<file path="src/rtl/fetch_pkg.sv">
// Shared types for the prefetching fetch unit: queue entry,
// default widths and the redirect target helper.
package fetch_pkg;

  localparam int FETCH_ADDR_W  = 16;
  localparam int FETCH_INSTR_W = 16;
  localparam int FETCH_QDEPTH  = 4;

  typedef struct packed {
    logic [FETCH_ADDR_W-1:0]  pc;
    logic [FETCH_INSTR_W-1:0] instr;
  } fetch_entry_t;

  // Wide enough for any ADDR_W up to 32; the caller truncates,
  // which gives the mod 2^ADDR_W wrap for free.
  function automatic logic [31:0] redirect_target(
    input logic        rel,
    input logic [31:0] base,
    input logic [31:0] ofs
  );
    return rel ? base + ofs : ofs;
  endfunction

endpackage

</file>
<file path="src/rtl/fetch_queue.sv">
// Synchronous prefetch FIFO with push/pop/flush and occupancy count.
// Ports: clk, reset, push, pop, flush, din -> head, empty, count.
module fetch_queue
  import fetch_pkg::*;
#(
  parameter int  QDEPTH  = FETCH_QDEPTH,
  parameter type entry_t = fetch_entry_t,
  localparam int PW      = $clog2(QDEPTH)
) (
  input  logic         clk,
  input  logic         reset,
  input  logic         push,
  input  logic         pop,
  input  logic         flush,
  input  entry_t       din,
  output entry_t       head,
  output logic         empty,
  output logic [PW:0]  count
);

  localparam logic [PW:0] FULL_CNT = (PW+1)'(QDEPTH);

  entry_t        mem [QDEPTH];
  logic [PW-1:0] wr_ptr;
  logic [PW-1:0] rd_ptr;
  logic          full;
  logic          do_push;
  logic          do_pop;

  assign empty   = (count == '0);
  assign full    = (count == FULL_CNT);
  assign do_push = push && !full && !flush;
  assign do_pop  = pop && !empty && !flush;
  assign head    = mem[rd_ptr];

  always_ff @(posedge clk or posedge reset) begin
    if (reset) begin
      wr_ptr <= '0;
      rd_ptr <= '0;
      count  <= '0;
    end else if (flush) begin
      wr_ptr <= '0;
      rd_ptr <= '0;
      count  <= '0;
    end else begin
      if (do_push) wr_ptr <= wr_ptr + 1'b1;
      if (do_pop)  rd_ptr <= rd_ptr + 1'b1;
      unique case ({do_push, do_pop})
        2'b10:   count <= count + 1'b1;
        2'b01:   count <= count - 1'b1;
        default: count <= count;
      endcase
    end
  end

  always_ff @(posedge clk) begin
    if (do_push) mem[wr_ptr] <= din;
  end

endmodule

</file>
<file path="src/rtl/fetch_prefetch_unit.sv">
// Fetch PC, one-outstanding imem requests, redirect with stale drop.
// Ports: jmp/JmpRel/RedirBase/WBBus in, IMReq/IMAddress/IMValid/IMData
// to memory, InstrValid/InstrReady/Instr/InstrPC/PCPlus1 to decode.
module fetch_prefetch_unit
  import fetch_pkg::*;
#(
  parameter int                 ADDR_W    = FETCH_ADDR_W,
  parameter int                 INSTR_W   = FETCH_INSTR_W,
  parameter int                 QDEPTH    = FETCH_QDEPTH,
  parameter logic [ADDR_W-1:0]  RESET_VEC = '0
) (
  input  logic               clk,
  input  logic               reset,
  input  logic               jmp,
  input  logic               JmpRel,
  input  logic [ADDR_W-1:0]  RedirBase,
  input  logic [ADDR_W-1:0]  WBBus,
  output logic               IMReq,
  output logic [ADDR_W-1:0]  IMAddress,
  input  logic               IMValid,
  input  logic [INSTR_W-1:0] IMData,
  output logic               InstrValid,
  input  logic               InstrReady,
  output logic [INSTR_W-1:0] Instr,
  output logic [ADDR_W-1:0]  InstrPC,
  output logic [ADDR_W-1:0]  PCPlus1
);

  localparam int          CW    = $clog2(QDEPTH) + 1;
  localparam logic [CW-1:0] QFULL = CW'(QDEPTH);

  typedef struct packed {
    logic [ADDR_W-1:0]  pc;
    logic [INSTR_W-1:0] instr;
  } entry_t;

  logic [ADDR_W-1:0] pc;
  logic [ADDR_W-1:0] req_pc;
  logic [ADDR_W-1:0] target;
  logic              outstanding;
  logic              drop;
  logic              accept;
  logic              push;
  logic              pop;
  logic              q_empty;
  logic [CW-1:0]     q_count;
  entry_t            q_din;
  entry_t            q_head;

  assign target = ADDR_W'(redirect_target(JmpRel, 32'(RedirBase),
                                          32'(WBBus)));

  // A queue slot is reserved at issue time, so a response always fits.
  assign IMReq     = !reset && !outstanding && !drop && !jmp
                     && (q_count < QFULL);
  assign IMAddress = pc;

  // Responses with nothing outstanding are strays (e.g. across reset).
  assign accept = IMValid && outstanding;
  assign push   = accept && !drop && !jmp;
  assign pop    = InstrValid && InstrReady && !jmp;
  assign q_din  = '{pc: req_pc, instr: IMData};

  assign InstrValid = !q_empty;
  assign Instr      = InstrValid ? q_head.instr : '0;
  assign InstrPC    = InstrValid ? q_head.pc : '0;
  assign PCPlus1    = InstrValid ? q_head.pc + 1'b1
                                 : RESET_VEC + 1'b1;

  always_ff @(posedge clk or posedge reset) begin
    if (reset) begin
      pc          <= RESET_VEC;
      req_pc      <= RESET_VEC;
      outstanding <= 1'b0;
      drop        <= 1'b0;
    end else begin
      if (jmp) begin
        pc <= target;
      end else if (IMReq) begin
        pc     <= pc + 1'b1;
        req_pc <= pc;
      end
      if (IMReq)       outstanding <= 1'b1;
      else if (accept) outstanding <= 1'b0;
      // A response still in flight at redirect belongs to the old path.
      if (jmp)         drop <= outstanding && !IMValid;
      else if (accept) drop <= 1'b0;
    end
  end

  fetch_queue #(
    .QDEPTH  (QDEPTH),
    .entry_t (entry_t)
  ) u_queue (
    .clk   (clk),
    .reset (reset),
    .push  (push),
    .pop   (pop),
    .flush (jmp),
    .din   (q_din),
    .head  (q_head),
    .empty (q_empty),
    .count (q_count)
  );

endmodule

</file>
<file path="config.mk">
export PLATFORM = sky130hd
export DESIGN_NAME = fetch_prefetch_unit
export DESIGN_NICKNAME = d
export VERILOG_FILES = /design/src/rtl/fetch_pkg.sv /design/src/rtl/fetch_queue.sv /design/src/rtl/fetch_prefetch_unit.sv
export SDC_FILE = /design/constraint.sdc
export NUM_CORES = 1
export LEC_CHECK = 0
export ABC_AREA = 1
export CAP_MARGIN = 10
export CORE_AREA = 10 10 137 139
export CTS_CLUSTER_DIAMETER = 120
export DETAILED_ROUTE_END_ITERATION = 8
export DIE_AREA = 0 0 147 149
export GPL_ROUTABILITY_DRIVEN = 0
export PLACE_DENSITY = 0.79
export SYNTH_ARGS = -nofsm -noshare
export SYNTH_HDL_FRONTEND = slang
export SYNTH_SLANG_ARGS = --single-unit
</file>
<file path="constraint.sdc">
create_clock -name clk -period 3.4 [get_ports clk]
set_clock_uncertainty 0.05 [all_clocks]
set_input_delay 0.34 -clock clk [delete_from_list [all_inputs] [get_ports clk]]
set_output_delay 0.34 -clock clk [all_outputs]
set_load 0.02 [all_outputs]
</file>
==> results of run 1 <==
[layer usage]
metal | GRT usage (%) | wire (um) | share of wire [%] | up-vias
met5 | 0 | 0 | 0 | -
met2 | 31.2 | 9700 | 47 | 261
met3 | 4.46 | 1380 | 6.7 | 24
met1 | 23.3 | 9120 | 44 | 3171
li1 | - | - | - | 3471
met4 | 5.05 | 322 | 1.6 | 0
[flip-flops by register name (all words and copies together), names as in the netlist]
signal          flops
u_queue.count       3
u_queue.wr_ptr      2
IMAddress          16
drop                1
req_pc             16
u_queue.mem       128
u_queue.rd_ptr      2
outstanding         1
[stage by stage]
stage / total power (uW) / util (%) / area [um2] / setup TNS (ns)
after floorplan: 4540 / - / 8620 / 0
after global placement: 5770 / 62.4 / 10100 / 0
after detailed placement: 5830 / 62.4 / 10100 / 0
after CTS: 7660 / 66.0 / 10700 / 0
after global routing: 8110 / 66.4 / 10700 / -0.0987
final: 7660 / 66.4 / 10700 / 0
[worst min path at each step]
stage               from                  to  slack (ns)  cells past startpoint
2_1_floorplan    IMValid         outstanding        0.39                      1
5_1_grt            reset    u_queue.count[2]        0.45                      3
4_1_cts            reset    u_queue.count[2]        0.41                      3
6_report           reset    u_queue.count[2]        0.40                      3
3_5_place_dp   req_pc[8]  u_queue.mem[0][24]        0.45                      0
3_3_place_gp   req_pc[8]  u_queue.mem[3][24]        0.45                      0
[worst register-to-register path: stages, from the launching register on]
cell	delay (ns)
dfrtp_1	0.46
nor3_4	0.32
inv_2	0.16
nand2_1	0.19
inv_2	0.09
nand2_1	0.15
inv_1	0.07
fa_1	0.37
xnor2_1	0.20
xor2_1	0.17
nand3_1	0.08
o21ai_0	0.10
[kinds of logic after synthesis]
kind of cell | share of synthesized area, %
buffers and inverters | 6.05
xor gates and xnor gates | 1.32
DFF | 56.5
and+or+nand+nor | 24.0
AOI/OAI and AO/OA | 8.68
adders and majority gates | 3.51
[repair_timing]
action | CTS | global route
buffers inserted | 0 | 0
cloned | 0 | 1
endpoints found under the setup margin | 11 | 11
gates resized for setup | 2 | 15
[area by class of cell]
type                            count  share of cell area (%)
Sequential cell                   169                    45.4
Multi-Input combinational cell    675                    30.3
Timing Repair Buffer              135                    13.1
Clock buffer                       17                    3.96
Inverter                           93                    3.30
Tap cell                          220                    2.56
Clock inverter                     15                    1.45
[cells in the final DEF (no fill, tap or decap), types with 5 or more instances in the layout]
cell type        instances
nand2_1                229
nor2_1                 155
edfxtp_1               128
clkdlybuf4s50_1        110
inv_1                   87
nand3_1                 71
o21ai_0                 71
a21oi_1                 53
dfrtp_1                 40
ha_1                    21
clkbuf_16               18
buf_4                   11
nor3_1                  10
xor2_1                   9
dlymetal6s2s_1           9
nand4_1                  8
nor2_2                   8
nand2_2                  5
[power breakdown]
part	switching (uW)	internal [uW]	leakage, uW
clock	852	979	0.000285
sequential	246	2520	0.00165
combinational	1840	1220	0.00259
total	2940	4720	0.00453
==> out/qor.yml, run 1 <==
cts_buffers: 17
endpoint_kind: "primary output"
crit_chain: "o21ai_0 > o21ai_2 > ha_1 > inv_1 > nor3_1 > nand3_1 > xnor2_1 > nor2_1 > clkdlybuf4s50_1"
yosys_warnings: 0
grt_max_degree: 64
clkLatencyLatePin_ns: 0.42
synth-seq-cells: 169
period_share_pct: 99.1
dp_hpwl_um: 14100
synth_area_per_cell_um2: 8.86
path_depth: 9
drtAntennaViolNets: 0
cts_root_buf: "clkbuf_16"
synth_area_leader_cell: "edfxtp_1"
cap_violations: 0
vias: 6927
start_kind: "flip-flop"
holdWs_ns: 0.398
rr_worst_depth: 11
min_period_ns: 3.37
cts_sinks: 169
regArea_um2: 4870
timing.rr.start: "u_queue.count[2]"
drtIter0Drc: 570
fillers: 1229
initial_core_util_pct: 53.3
r2r_end: "u_queue.count[2]"
crit_end: "PCPlus1[8]"
drc_errors: 0
clk_pin_slew_ns: 0.07
synth_edf_count: 128
worstMarginPinSlew_ns: 0.581
worstPathArrival_ns: 2.98
final_cells: 1324
grt_pass1_wl_um: 33300
worstPathMaxFanout: 6
drv_slew: 0
syn-cell-area_um2: 8620
leakage_uw: 0.00453
path_buf_inv: 2
min_path_type: "in -> async"
ys_types: 41
synthMostInstantiatedCell: "nand2_1"
status: "completed"
hold_buffers: 0
peakVddDrop_mv: 0.415
die_w_um: 147
synthFlopType: "edfxtp_1"
cts_tree: "done"
wl_um: 20500
dieArea_um2: 21900
syn_inst: 973
layout.nets: 1168
finalWorstSetupSlack_ns: 0.0292
rsz0062_at_grt: "true"
wl_per_cell_um: 15.5
grt_pass1_vias: 6748
cp_top_family: "buffers and inverters"
relSlewSlack_pct: 61.2
core_um2: 16200
area_growth_syn_to_layout_pct: 24.5
fmax_mhz: 297
io_pins: 120
rows: 47
slowest_stage: "clkdlybuf4s50_1"
cts.path.max_buffers: 2
track_usage_pct: 18.5
antenna_cells: 0
cp.required_ns: 3.01
finalHoldViolCount: 0
synth_seq_area_share_pct: 56.5
via_per_inst: 5.23
finalSetupViolations: 0
syn_nets: 1050
antenna_found_initial: 0
ys_top_cells_by_count: "229 x nand2_1, 160 x nor2_1, 128 x edfxtp_1"
fp.dieH_um: 149
crit_type: "reg -> out"
async_reset_ff_share_pct: 24.3
grt_overflow_total: 0
crit_path_start: "u_queue.rd_ptr[1]"
drive_gt1_share_pct: 7.07
preCtsSetupSlack_ns: 0.338
synth_top_cell_area_share_pct: 44.6
h-tree-depth: 4
power.density_nw_per_um2: 713
synthTopCellsByArea: "edfxtp_1 45%, dfrtp_1 12%, nand2_1 10%"
dr.pass1.iters: 5
io_buffer_count: 119
r2r_slack_ns: 0.92
multi_input_area_um2: 3250
place_inst: 1291
critPathMaxStageDelay_ns: 0.61
(Power assumes the default switching activity.)
==> run 2, diff against run 1 <==
- DONT_BUFFER_PORTS: not set -> 1
- PLACE_DENSITY: 0.79 -> 0.69
==> run 2 against run 1 <==
Sequential cell count stayed put. Power shrank 8.4%. Clock power is essentially flat. Highest routed layer unchanged.
==> out/qor.yml, run 2 (synthesis results as in run 1) <==
tns_ns: 0  # unchanged
worstPathArrival_ns: 2.77  # was 2.98 ns
cpMostUsedCell: "buf_4"
cts_buffers: 17  # unchanged
layout_common_cells: "229 x nand2_1, 156 x nor2_1, 128 x edfxtp_1"  # was 229 x nand2_1, 155 x nor2_1, 128 x edfxtp_1
r2r_slack_ns: 0.87  # was 0.92 ns
grt_overflow_total: 0  # unchanged
fin_area_um2: 9760  # was 10700 um2
start_kind: "flip-flop"  # unchanged
fp.dieH_um: 149  # unchanged
worstPathMaxFanout: 19  # was 6
grt_pass1_vias: 6395  # was 6748
crit_chain: "buf_4 > inv_2 > nand2_1 > o21ai_2 > ha_1 > inv_1 > nor3_1 > nand3_1 > xnor2_1 > nor2_1 > buf_4"  # was o21ai_0 > o21ai_2 > ha_1 > inv_1 > nor3_1 > nand3_1 > xnor2_1 > nor2_1 > clkdlybuf4s50_1
largest_reg_flops: 128  # unchanged
antenna_cells: 0  # unchanged
finalHoldViolCount: 0  # unchanged
clkLatencyLatePin_ns: 0.42  # about the same
via_per_inst: 5.34  # was 5.23
crit_type: "reg -> out"  # unchanged
endpoint_kind: "primary output"  # unchanged
initial_core_util_pct: 53.3  # unchanged
holdWs_ns: 0.0437  # was 0.398 ns
core_um2: 16200  # unchanged
rsz0062_at_grt: "false"  # was true
rows: 47  # unchanged
leakage_uw: 0.00407  # was 0.00453 uW
drc_errors: 0  # unchanged
r2r_end: "u_queue.count[2]"  # unchanged
grt_pass1_wl_um: 32700  # was 33300 um
period_share_pct: 93.0  # was 99.1%
relSlewSlack_pct: 60.3  # was 61.2%
wl_um: 20300  # was 20500 um
cts_sinks: 169  # unchanged
die_w_um: 147  # unchanged
min_path_type: "in -> reg"  # was in -> async
layout.nets: 1085  # was 1168
drv_slew: 0  # unchanged
dp_hpwl_um: 13900  # was 14100 um
rr_worst_depth: 12  # was 11
vias: 6627  # was 6927
dieArea_um2: 21900  # unchanged
peakVddDrop_mv: 0.427  # was 0.415 mV
hold_end: "IMAddress[4]"
track_usage_pct: 18.4  # was 18.5%
clk_pin_slew_ns: 0.07  # about the same
area_growth_syn_to_layout_pct: 13.2  # was 24.5%
final_common_cell: "nand2_1"  # unchanged
wl_per_cell_um: 16.4  # was 15.5 um
dr.pass1.iters: 6  # was 5
placedInstanceArea_um2: 9000  # was 10100 um2
cp.required_ns: 3.01  # about the same
cts_root_buf: "clkbuf_16"  # unchanged
power.density_nw_per_um2: 719  # was 713 nW/um2
largest_register: "u_queue.mem"  # unchanged
cts.path.max_buffers: 2  # unchanged
drive_gt1_share_pct: 9.01  # was 7.07%
timing.rr.start: "u_queue.count[0]"  # was u_queue.count[2]
io_pins: 120  # unchanged
status: "completed"  # unchanged
cts_tree: "done"  # unchanged
min_delay_path_depth: 2
critPathMaxStageDelay_ns: 0.38  # was 0.61 ns
drtIter0Drc: 544  # was 570
min_period_ns: 3.16  # was 3.37 ns
grt_max_degree: 42  # was 64
worstMarginPinSlew_ns: 0.594  # was 0.581 ns
io_buffer_count: 0  # was 119
cap_violations: 0  # unchanged
slowest_stage: "dfrtp_1"  # was clkdlybuf4s50_1
antenna_found_initial: 0  # unchanged
drtAntennaViolNets: 0  # unchanged
finalSetupViolations: 0  # unchanged
postCtsSetupRepairBufs: 0  # unchanged
h-tree-depth: 4  # unchanged
hp-start: "jmp"
fmax_mhz: 316  # was 297 MHz
fillers: 1375  # was 1229
[run 2: power breakdown]
group | switching, uW | internal (uW)
Clock | 840 | 969
Sequential | 298 | 2520
Combinational | 1710 | 680
[run 2: worst max path at each step]
stage	to	depth (start not counted)	start	slack (ns)
after floorplan	u_queue.mem[0][0]	3	jmp	0.87
after global placement	PCPlus1[11]	13	u_queue.rd_ptr[0]	0.73
after detailed placement	PCPlus1[11]	13	u_queue.rd_ptr[0]	0.65
after CTS	PCPlus1[11]	13	u_queue.rd_ptr[0]	0.19
after global routing	PCPlus1[11]	13	u_queue.rd_ptr[0]	0.04
final	PCPlus1[8]	11	u_queue.rd_ptr[1]	0.24
[run 2: layout make-up]
cell class / count / area, um2 / share of cell area (%)
Tap cell: 220 / 275 / 2.82
Inverter: 93 / 349 / 3.58
Timing Repair Buffer: 52 / 444 / 4.55
Multi-Input combinational cell: 675 / 3270 / 33.5
Sequential cell: 169 / 4870 / 49.9
Clock buffer: 18 / 429 / 4.40
Clock inverter: 14 / 126 / 1.29
[run 2: routing by layer]
layer,GRT usage [%],routed length (um),vias up
met4,4.66,255,0
met3,4.95,1420,17
li1,-,-,3309
met2,31.3,9750,194
met5,0,0,-
met1,22.7,8880,3107
[run 2: repair_timing]
item	4_1_cts	5_1_grt
hold buffers	20	0
endpoints found under the setup margin	0	5
gates resized for setup	0	1
hold endpoints to repair	108	0
[run 2: worst max-delay path: cells and delay by family (launching register included)]
family,cells,cell delay [ns]
buf+inv,4,0.75
compound gates,1,0.11
xor+xnor,1,0.17
simple gates,4,0.72
flops,1,0.38
fa+ha+maj,1,0.20
[run 2: metrics by stage]
step | instances | util, % | worst slack [ns] | total power (uW)
6_report | 1241 | 60.4 | 0.238 | 7010
5_1_grt | 1241 | 60.4 | 0.0372 | 7440
4_1_cts | 1241 | 60.3 | 0.193 | 7050
3_5_place_dp | 1189 | 55.7 | 0.650 | 5220
3_3_place_gp | 1189 | 55.7 | 0.734 | 5180
2_1_floorplan | 973 | - | 0.872 | 4540
